<file path="config.mk">
export PLATFORM = sky130hd
export DESIGN_NAME = alu_arbiter
export DESIGN_NICKNAME = d
export VERILOG_FILES = /design/src/rtl/alu_arbiter_pkg.sv /design/src/rtl/alu_module.sv /design/src/rtl/alu_arbiter.sv
export SDC_FILE = /design/constraint.sdc
export NUM_CORES = 1
export LEC_CHECK = 0
export BUFFER_PORTS_ARGS = -buffer_cell sky130_fd_sc_hd__buf_2
export CORE_UTILIZATION = 55
export CTS_BUF_LIST = sky130_fd_sc_hd__clkbuf_2
export DETAILED_ROUTE_END_ITERATION = 10
export HOLD_SLACK_MARGIN = 0.1
export PLACE_DENSITY_LB_ADDON = 0.15
export SYNTH_ARGS = -nofsm -noshare
export SYNTH_HDL_FRONTEND = slang
export SYNTH_HIERARCHICAL = 1
export SYNTH_SLANG_ARGS = --single-unit
export TNS_END_PERCENT = 1
</file>
<file path="constraint.sdc">
create_clock -name clk -period 6.8 [get_ports clk]
set_clock_uncertainty 0.05 [all_clocks]
set_input_delay 0.34 -clock clk [delete_from_list [all_inputs] [get_ports clk]]
set_output_delay 0.34 -clock clk [all_outputs]
set_load 0.05 [all_outputs]
</file>
<file path="src/rtl/alu_arbiter_pkg.sv">
`default_nettype none
// ============================================================================
//  Module      : alu_arbiter_pkg
//  Description : Shared types and constants for the two-requester ALU
//                arbiter: opcode encoding, FSM state type, flag-bit layout
//                and the round-robin pick helper.
//  Revision    : 1.0 - initial release
// ============================================================================
package alu_arbiter_pkg;

    // Opcode encoding seen on reqX_op; value 0 is accepted but does nothing
    typedef enum logic [2:0] {
        OP_INVALID = 3'd0,
        OP_ADD     = 3'd1,
        OP_SUB     = 3'd2,
        OP_AND     = 3'd3,
        OP_OR      = 3'd4,
        OP_XOR     = 3'd5,
        OP_SLL     = 3'd6,
        OP_SRL     = 3'd7
    } alu_op_e;

    // Arbiter sequencing: accept in IDLE, compute in EXEC, present in RESP
    typedef enum logic [1:0] {
        ST_IDLE = 2'd0,
        ST_EXEC = 2'd1,
        ST_RESP = 2'd2
    } arb_state_e;

    // rsp_flags layout
    localparam int FLAG_W = 4;
    localparam int FLAG_Z = 0;   // result is zero
    localparam int FLAG_N = 1;   // result MSB set
    localparam int FLAG_C = 2;   // carry out (add) / borrow (sub)
    localparam int FLAG_V = 3;   // signed overflow (add/sub)

    // Round-robin pick: a lone requester wins outright; when both are
    // pending, prio1 selects which one goes first.
    function automatic logic rr_pick(input logic v0, input logic v1,
                                     input logic prio1);
        return (v0 & v1) ? prio1 : v1;
    endfunction

endpackage : alu_arbiter_pkg
`default_nettype wire

</file>
<file path="src/rtl/alu_module.sv">
`default_nettype none
// ============================================================================
//  Module      : alu_module
//  Description : Purely combinational N-bit ALU shared by both requesters.
//                Produces a result and four status flags; an invalid opcode
//                yields an all-zero result and all-zero flags.
//  Revision    : 1.0 - initial release
// ============================================================================
module alu_module
    import alu_arbiter_pkg::*;
#(
    parameter int N = 4
) (
    input  logic [N-1:0]      a,
    input  logic [N-1:0]      b,
    input  logic [2:0]        op,
    output logic [N-1:0]      result,
    output logic [FLAG_W-1:0] flags
);

    // One extra bit on add/sub exposes carry-out and borrow directly
    logic [N:0]   w_sum;
    logic [N:0]   w_diff;
    logic [N-1:0] w_res;
    logic         w_carry;
    logic         w_ovf;
    logic         w_op_ok;

    assign w_sum  = {1'b0, a} + {1'b0, b};
    assign w_diff = {1'b0, a} - {1'b0, b};

    // Operation select; shifts by b >= N naturally produce zero
    always_comb begin
        w_res   = '0;
        w_carry = 1'b0;
        w_ovf   = 1'b0;
        w_op_ok = 1'b1;
        case (alu_op_e'(op))
            OP_ADD: begin
                w_res   = w_sum[N-1:0];
                w_carry = w_sum[N];
                w_ovf   = (a[N-1] == b[N-1]) && (w_sum[N-1] != a[N-1]);
            end
            OP_SUB: begin
                w_res   = w_diff[N-1:0];
                w_carry = w_diff[N];
                w_ovf   = (a[N-1] != b[N-1]) && (w_diff[N-1] != a[N-1]);
            end
            OP_AND:  w_res = a & b;
            OP_OR:   w_res = a | b;
            OP_XOR:  w_res = a ^ b;
            OP_SLL:  w_res = a << b;
            OP_SRL:  w_res = a >> b;
            default: w_op_ok = 1'b0;
        endcase
    end

    // Flag packing; an invalid opcode must not raise the zero flag
    always_comb begin
        flags         = '0;
        flags[FLAG_Z] = w_op_ok & (w_res == '0);
        flags[FLAG_N] = w_op_ok & w_res[N-1];
        flags[FLAG_C] = w_op_ok & w_carry;
        flags[FLAG_V] = w_op_ok & w_ovf;
    end

    assign result = w_res;

endmodule : alu_module
`default_nettype wire

</file>
<file path="src/rtl/alu_arbiter.sv">
`default_nettype none
// ============================================================================
//  Module      : alu_arbiter
//  Description : Round-robin arbiter granting two requesters access to one
//                shared ALU. Each operation runs IDLE -> EXEC -> RESP and the
//                response is held until rsp_ready.
//                Build option: define ALU_ARB_BUSY_CNT_EN to enable the
//                saturating busy_cnt counter (otherwise busy_cnt is 0).
//  Revision    : 1.0 - initial release
// ============================================================================
module alu_arbiter
    import alu_arbiter_pkg::*;
#(
    parameter int N = 4
) (
    input  logic              clk,
    input  logic              rst_n,

    input  logic              req0_valid,
    output logic              req0_ready,
    input  logic [N-1:0]      req0_a,
    input  logic [N-1:0]      req0_b,
    input  logic [2:0]        req0_op,

    input  logic              req1_valid,
    output logic              req1_ready,
    input  logic [N-1:0]      req1_a,
    input  logic [N-1:0]      req1_b,
    input  logic [2:0]        req1_op,

    output logic              rsp_valid,
    input  logic              rsp_ready,
    output logic              rsp_id,
    output logic [N-1:0]      rsp_result,
    output logic [FLAG_W-1:0] rsp_flags,

    output logic [15:0]       busy_cnt
);

    arb_state_e          r_state;
    arb_state_e          w_state_nxt;

    // Set after req0 wins, so req1 goes first on the next contention
    logic                r_prio1;
    logic                w_grant_id;
    logic                w_accept;
    logic                w_idle_live;

    // Operation captured at the handshake
    logic [N-1:0]        r_a;
    logic [N-1:0]        r_b;
    logic [2:0]          r_op;
    logic                r_id;

    // Response registers loaded at the end of EXEC
    logic [N-1:0]        r_result;
    logic [FLAG_W-1:0]   r_flags;
    logic                r_rsp_id;

    logic [N-1:0]        w_alu_result;
    logic [FLAG_W-1:0]   w_alu_flags;

    // Readies are forced low while reset is held, even though the state is IDLE
    assign w_idle_live = (r_state == ST_IDLE) && rst_n;
    assign w_grant_id  = rr_pick(req0_valid, req1_valid, r_prio1);
    assign w_accept    = w_idle_live && (req0_valid || req1_valid);

    // Next-state and handshake/response outputs
    always_comb begin
        w_state_nxt = r_state;
        req0_ready  = 1'b0;
        req1_ready  = 1'b0;
        rsp_valid   = 1'b0;
        case (r_state)
            ST_IDLE: begin
                if (w_accept) begin
                    req0_ready  = ~w_grant_id;
                    req1_ready  = w_grant_id;
                    w_state_nxt = ST_EXEC;
                end
            end
            ST_EXEC: begin
                w_state_nxt = ST_RESP;
            end
            ST_RESP: begin
                rsp_valid = 1'b1;
                if (rsp_ready) begin
                    w_state_nxt = ST_IDLE;
                end
            end
            default: begin
                w_state_nxt = ST_IDLE;
            end
        endcase
    end

    // State register
    always_ff @(posedge clk or negedge rst_n) begin
        if (!rst_n) begin
            r_state <= ST_IDLE;
        end else begin
            r_state <= w_state_nxt;
        end
    end

    // Capture the granted operation and advance the round-robin pointer
    always_ff @(posedge clk or negedge rst_n) begin
        if (!rst_n) begin
            r_prio1 <= 1'b0;
            r_a     <= '0;
            r_b     <= '0;
            r_op    <= '0;
            r_id    <= 1'b0;
        end else if (w_accept) begin
            r_prio1 <= ~w_grant_id;
            r_a     <= w_grant_id ? req1_a  : req0_a;
            r_b     <= w_grant_id ? req1_b  : req0_b;
            r_op    <= w_grant_id ? req1_op : req0_op;
            r_id    <= w_grant_id;
        end
    end

    // The single shared datapath, always fed from the captured operation
    alu_module #(
        .N (N)
    ) u_alu (
        .a      (r_a),
        .b      (r_b),
        .op     (r_op),
        .result (w_alu_result),
        .flags  (w_alu_flags)
    );

    // Register the ALU output at the end of EXEC; it stays stable through RESP
    always_ff @(posedge clk or negedge rst_n) begin
        if (!rst_n) begin
            r_result <= '0;
            r_flags  <= '0;
            r_rsp_id <= 1'b0;
        end else if (r_state == ST_EXEC) begin
            r_result <= w_alu_result;
            r_flags  <= w_alu_flags;
            r_rsp_id <= r_id;
        end
    end

    assign rsp_result = r_result;
    assign rsp_flags  = r_flags;
    assign rsp_id     = r_rsp_id;

`ifdef ALU_ARB_BUSY_CNT_EN
    logic [15:0] r_busy_cnt;

    // Count every cycle spent in EXEC or RESP, holding at the top value
    always_ff @(posedge clk or negedge rst_n) begin
        if (!rst_n) begin
            r_busy_cnt <= '0;
        end else if (((r_state == ST_EXEC) || (r_state == ST_RESP)) &&
                     (r_busy_cnt != 16'hFFFF)) begin
            r_busy_cnt <= r_busy_cnt + 16'd1;
        end
    end

    assign busy_cnt = r_busy_cnt;
`else
    assign busy_cnt = '0;
`endif

endmodule : alu_arbiter
`default_nettype wire

</file>
==> results of run 1 <==
worst register-to-register path, stage by stage, from the launching register on:
cell and delay [ns]:
dfrtp_1 0.68, ha_1 0.28, inv_1 0.06, fa_1 0.40
xor2_1 0.15, o21ai_0 0.09, a221o_1 0.39, nor4_1 0.25
mux2_1 0.17
state kept, by name (all words and copies together) (netlist names):
register	flops
r_id	1
r_b	4
r_a	4
r_op	3
r_prio1	1
rsp_flags	4
r_state	2
rsp_result	4
rsp_id	1
layer usage:
layer / GRT usage, % / up-vias / part of all wire, %
li1: - / 816 / -
met1: 32.4 / 795 / 46
met2: 37.8 / 62 / 48
met3: 2.17 / 4 / 3.8
met4: 8.24 / 0 / 1.4
met5: 0 / - / 0
per-stage QoR:
stage	setup slack, ns	hold slack [ns]	std cells	util, %	power (W)
2_1_floorplan	4.53	-0.00559	233	-	0.000880
3_3_place_gp	4.17	0.296	290	59.8	0.000997
5_1_grt	3.39	0.189	296	61.6	0.00120
6_report	3.59	0.221	296	61.6	0.00110
3_5_place_dp	4.09	0.311	290	59.8	0.00101
4_1_cts	3.55	0.105	295	61.3	0.00111
logic make-up after synthesis:
group | count (synthesis)
multiplexers | 13
AND/OR/NAND/NOR | 53
buffers and inverters | 47
AO/OA/AOI/OAI | 62
flip-flops | 24
adder cells (fa/ha/maj) | 14
XOR/XNOR | 4
other | 1
power groups by stage:
stage	combinational [W]	sequential (W)	clock, W
2_1_floorplan	0.000538	0.000342	0
3_3_place_gp	0.000672	0.000325	0
3_5_place_dp	0.000685	0.000327	0
4_1_cts	0.000688	0.000323	0.0000948
5_1_grt	0.000756	0.000339	0.000101
6_report	0.000689	0.000323	0.0000921
layout make-up:
cell class | count | area, um2 | share of cell area [%]
inverters | 18 | 67.6 | 3.00
multi-input cells | 162 | 1270 | 56.4
well taps | 48 | 60.1 | 2.66
flip-flops and latches | 24 | 601 | 26.6
clock inverters | 1 | 30.0 | 1.33
clock buffers | 3 | 15.0 | 0.666
repair buffers | 40 | 210 | 9.32
placed cells by master (no fill, tap or decap), types with 4 or more instances in the layout:
cell / synthesis / layout
o32ai_1: 10 / 10
o21ai_0: 4 / 4
nor3b_1: 4 / 4
a21oi_1: 11 / 11
buf_2: 4 / 38
nand2b_1: 8 / 8
ha_1: 12 / 12
a2bb2oi_2: 8 / 8
conb_1: 1 / 16
nor2_1: 12 / 12
dfrtp_1: 24 / 24
mux2_1: 9 / 9
inv_1: 17 / 17
nand2_1: 8 / 8
worst paths after layout:
check | from | slack (ns) | to | depth (start not counted)
setup reg to reg | r_b[0] | 4.24 | rsp_flags[0] | 8
hold / removal | req1_valid | 0.22 | r_prio1 | 2
hold reg to reg | r_id | 0.47 | rsp_id | 1
min in group asynchronous | rst_n | 0.43 | rsp_flags[1] | 2
setup / recovery | rst_n | 3.59 | req0_ready | 6
max in group asynchronous | rst_n | 5.90 | r_b[0] | 2
timing repair:
item,4_1_cts,5_1_grt
hold buffers,1,1
hold endpoints to repair,24,1
buffers inserted,0,0
==> results by group, run 1 <==
CTS
  • Post-cts repair resize count: 0
  • Clock transition at path regs: about 0.22 ns
  • Max clock buf depth: 2
  • Clk root buf: clkbuf_2
  • Inserted Clock Buffers: 3
  • Total clock sinks: 24
  • Clock Latency Late Sink: 0.33 ns
  • CTS tree: done
  • H-tree levels: 1

Yosys
  • Synthesis Warnings: 6
  • Leading cell types by count after synthesis: dfrtp_1, buf_4, inv_1, ha_1, nor2_1
  • Synth Cell Area: 0.00209 mm2
  • Simple-gate share of the synthesized area: 14.7%
  • Multiplexer share of the synthesized area: between 7 and 8%
  • Flops & latches, synth: 24
  • Cell variety after synth: 61
  • Post-synth top flop: dfrtp_1
  • Synth area leader: dfrtp_1
  • Async S/R FF share, synth: 100%
  • Register area share after synthesis: 28.8%
  • Yosys top cell area share: 28.8%
  • Compound-cell area share of the yosys netlist: about 26%
  • Largest cells by area after synthesis: dfrtp_1, ha_1, buf_4
  • Number of synthesized flops with an enable pin: 0
  • Synth Area in XOR/XNOR: 1.68%
  • Avg Cell Area, Syn: 9.58 um2
  • Top-count cell post-synth: dfrtp_1
  • Post-synthesis adder-cell area fraction: 9.11%
  • Synthesized instance count: around 220
  • Largest family of logic cells by synthesized area: compound AO/OA/AOI/OAI gates

Detailed routing
  • Average wire per standard cell: 14.7 um
  • Final ANT Viol Nets: 0
  • Detailed Routing Iterations Pass 1: 4
  • Via-per-instance ratio: approximately 5.7
  • DRC viols: 0
  • Post-Route WL: 4340 um
  • Detailed router's first-iteration violation count: 91
  • Via count: 1677

Place
  • Port Buffers: 38
  • Routability cong.: ~0.85
  • DP Area: 0.00219 mm2
  • Post-detail-place hpwl: 3350 um

Worst setup path
  • Startpoint types: primary input
  • Max stage delay cell, worst path: nor3b_4
  • Setup Crit Path Kind: in2out
  • CP Data Required Time: between 6 and 7 ns
  • Worst-path maximum fanout: 26
  • Critical Path Sink Type: primary output
  • Critical Path Most Common Cell: buf_2
  • Critical Path Max Stage Delay: 0.71 ns
  • Critical path buffer and inverter count: 3
  • CP top delay family: buffers and inverters
  • CP Cell Sequence: dlygate4sd3_1 -> buf_2 -> nor3b_4 -> o21a_4 -> and2_1 -> buf_2
  • Arr. time, crit path: 2.82 ns

Finish
  • Number of fill cells in the layout: 346
  • Layout cell share with drive strength beyond 1: about a quarter
  • Nets@finish: 290
  • Design area: 0.00226 mm2
  • Antenna Cells: 0
  • Synth-to-layout area growth: 8.03%

Run status
  • Outcome: finished, final reports clean

Floorplan
  • Row cnt: 22
  • Core area: 0.00366 mm2
  • I/O pin count: 55
  • Die Y: about 64 um
  • Die Area: 0.00405 mm2
  • Die Wd: 63.6 um
  • Initial core utilization: between 50% and 60%

Global routing
  • Grt ovf: 0
  • Antenna violations before repair: 0
  • Vias in the first global route: 1564
  • Largest net degree at the start of global routing: 27
  • First-pass GRT wire length: around 7300 um
  • Tot GR Track Use: 23.4%

Power and ir drop
  • Pleak: 1.09 nW
  • Pwr dens: between 400 and 500 mW/mm2
  • Total internal power: around 0.00054 W
  • Combinational power share: 62.4%
  • Clock power frac: 8.3%
  • Max VDD drop: 0.167 mV
  • Register share of total power: between 20% and 30%
  • Switching Share: a little over 50%
  • NetSw: 0.000561 W

Flow run
  • Max-Cap Viols: 0

Timing
  • Final period util: 47.2%
  • Slew headroom: 51.7%
  • Final Hold Fails: 0
  • Slew of the pin with the lowest slew margin: 0.724 ns
  • Max Clk Rate: 312 MHz
  • RSZ-0062 raised after global routing: no
  • Final setup fails: 0
  • Min Tclk post-route: 3.21 ns
  • Slew Viols, Final: 0
  • Final TNS setup: 0 ns

Min path
  • Worst Hold Class: in2reg
(Power assumes the default switching activity.)
==> inputs of run 2 (changes only) <==
clock period = 3.2 ns   (was 6.8 ns; I/O delays follow)
==> results by group, run 2 (synthesis gave the netlist of run 1 again) <==
Place
  • Post-detail-place hpwl: 3240 um (-3.3%)
  • DP Cell Count: 293 (+1.0%)
  • Port Buffers: 38 (unchanged)
  • Routability cong.: 0.840 (-1.1%)

Run status
  • Outcome: finished, final reports clean

Power and ir drop
  • Power consumption: 0.00240 W (+120%)
  • Pwr dens: 973 mW/mm2 (+99%)
  • Max VDD drop: 0.368 mV (+120%)
  • Pleak: 1.19 nW (+9.1%)

Timing
  • Worst hold slack: 0.116 ns (-0.105 ns)
  • Max Clk Rate: 400 MHz
  • Final setup fails: 0 (unchanged)
  • Final Hold Fails: 0 (unchanged)
  • RSZ-0062 raised after global routing: no
  • Slew headroom: 52.9% (+1.2 points)
  • Final period util: between 70% and 80%
  • Slew of the pin with the lowest slew margin: 0.705 ns (-0.0191 ns)
  • Min Tclk post-route: 2.50 ns
  • Slew Viols, Final: 0 (unchanged)
  • Final TNS setup: 0 ns (unchanged)

Finish
  • Number of fill cells in the layout: 302 (-13%)
  • Layout cell share with drive strength beyond 1: 23.0% (-0.83 points)
  • Final Non-Filler Cells: 318 (+7.4%)
  • Nets@finish: 312 (+7.6%)
  • Synth-to-layout area growth: 18.2%
  • Register Area: 601 um2 (unchanged)
  • Antenna Cells: 0 (unchanged)
  • Most common cell after layout, fill and taps aside: buf_2
  • Leading cell types in the layout, fill and taps excluded: buf_2, dfrtp_1, dlygate4sd3_1
  • Area of the multi-input gates: 0.00127 mm2 (unchanged)

Detailed routing
  • Via-per-instance ratio: 5.45 (-3.8%)
  • Post-Route WL: 4490 um (+3.4%)
  • Detailed router's first-iteration violation count: 118 (+30%)
  • Final ANT Viol Nets: 0 (unchanged)
  • Detailed Routing Iterations Pass 1: 4 (unchanged)
  • DRC viols: 0 (unchanged)
  • Average wire per standard cell: 14.1 um (-3.8%)
  • Via count: 1733 (+3.3%)

Min path
  • Hold Path Stages: 3 (+1)
  • Hold endpoint: r_a[0]
  • Hold_sp: req1_a[0]
  • Worst Hold Class: in2reg

CTS
  • Clock transition at path regs: 0.25 ns (+0.03 ns)
  • Total clock sinks: 24 (unchanged)
  • H-tree levels: 1 (unchanged)
  • Max clock buf depth: 2 (unchanged)
  • Post-CTS setup buffers: 0 (unchanged)
  • Clock Latency Late Sink: 0.35 ns (+0.02 ns)
  • Inserted Clock Buffers: 3 (unchanged)
  • Post-cts repair resize count: 0 (unchanged)
  • CTS tree: done
  • Clk root buf: clkbuf_2
  • Hold-fix buffers at CTS: 21 (+20)

Global routing
  • Tot GR Track Use: 23.4% (about the same)
  • First-pass GRT wire length: 7400 um (+0.65%)
  • Antenna violations before repair: 0 (unchanged)
  • Grt ovf: 0 (unchanged)
  • Largest net degree at the start of global routing: 27 (unchanged)
  • Vias in the first global route: 1567 (+0.19%)

Worst setup path
  • Reg2reg setup slack: 0.70 ns (-3.54 ns)
  • Register-to-Register Path Depth: 8 (unchanged)
  • Critical path buffer and inverter count: 1 (-2)
  • CP top delay family: adder cells
  • CP Data Required Time: 3.47 ns (-2.94 ns)
  • Arr. time, crit path: 2.77 ns (-0.05 ns)
  • Worst-path maximum fanout: 13 (-50%)
  • Startpoint types: register
  • Max stage delay cell, worst path: dfrtp_1
  • CP Cell Sequence: ha_1 -> inv_1 -> fa_1 -> xor2_1 -> o21ai_0 -> a221o_1 -> nor4_1 -> mux2_1
  • Critical R2R Capture: rsp_flags[0]
  • Worst r2r src: r_b[0]
  • Critical Path Sink Type: register
  • Setup Crit Path Kind: reg2reg
  • Critical Path Max Stage Delay: 0.63 ns (-0.08 ns)

Floorplan
  • Die Wd: 63.6 um (unchanged)
  • Row cnt: 22 (unchanged)
  • Core area: 0.00366 mm2 (unchanged)
  • Initial core utilization: 57.0% (unchanged)
  • Die Area: 0.00405 mm2 (unchanged)
  • I/O pin count: 55 (unchanged)
  • Die Y: 63.6 um (unchanged)

Flow run
  • Max-Cap Viols: 0 (unchanged)
run 2: per-stage QoR:
step                      cell area (um2)  util, %  worst slack (ns)
after CTS                            2470     67.4             0.721
final                                2470     67.4             0.702
after global routing                 2470     67.4             0.574
after global placement               2210     60.5             0.829
after floorplan                      2140        -             0.930
after detailed placement             2210     60.5             0.771
run 2: area by class of cell:
cell class,count,area share [%]
well taps,48,2.43
flip-flops and latches,24,24.3
repair buffers,62,17.1
multi-input cells,162,51.5
clock inverters,1,1.22
inverters,18,2.74
clock buffers,3,0.608
run 2: where the power goes:
part	total (W)	switching [W]	leakage (nW)	internal, W
combinational	0.00154	0.000874	0.881	0.000665
clock	0.000202	0.0000947	0.0266	0.000108
sequential	0.000662	0.000234	0.286	0.000428
total	0.00240	0.00120	1.19	0.00120
run 2: metal layers:
metal / track usage [%] / vias up / share of wire [%] / routed length (um)
met5: 0 / - / 0 / 0
met2: 39.8 / 62 / 49 / 2220
li1: - / 861 / - / -
met1: 31.7 / 808 / 45 / 2030
met3: 3.08 / 2 / 4.9 / 218
met4: 4.26 / 0 / 0.45 / 20
run 2: how the worst max path moves through the flow:
stage,startpoint,end,cells after the start
after floorplan,r_b[1],rsp_flags[1],9
after global placement,r_op[1],rsp_flags[0],6
after detailed placement,r_b[0],rsp_flags[0],8
after CTS,rst_n,req0_ready,8
after global routing,r_b[0],rsp_flags[0],8
final,r_b[0],rsp_flags[0],8
run 2: tightest hold or removal path, cell delays in order:
cell and delay (ns):
buf_2 0.08, o32ai_1 0.09, a2bb2oi_1 0.15
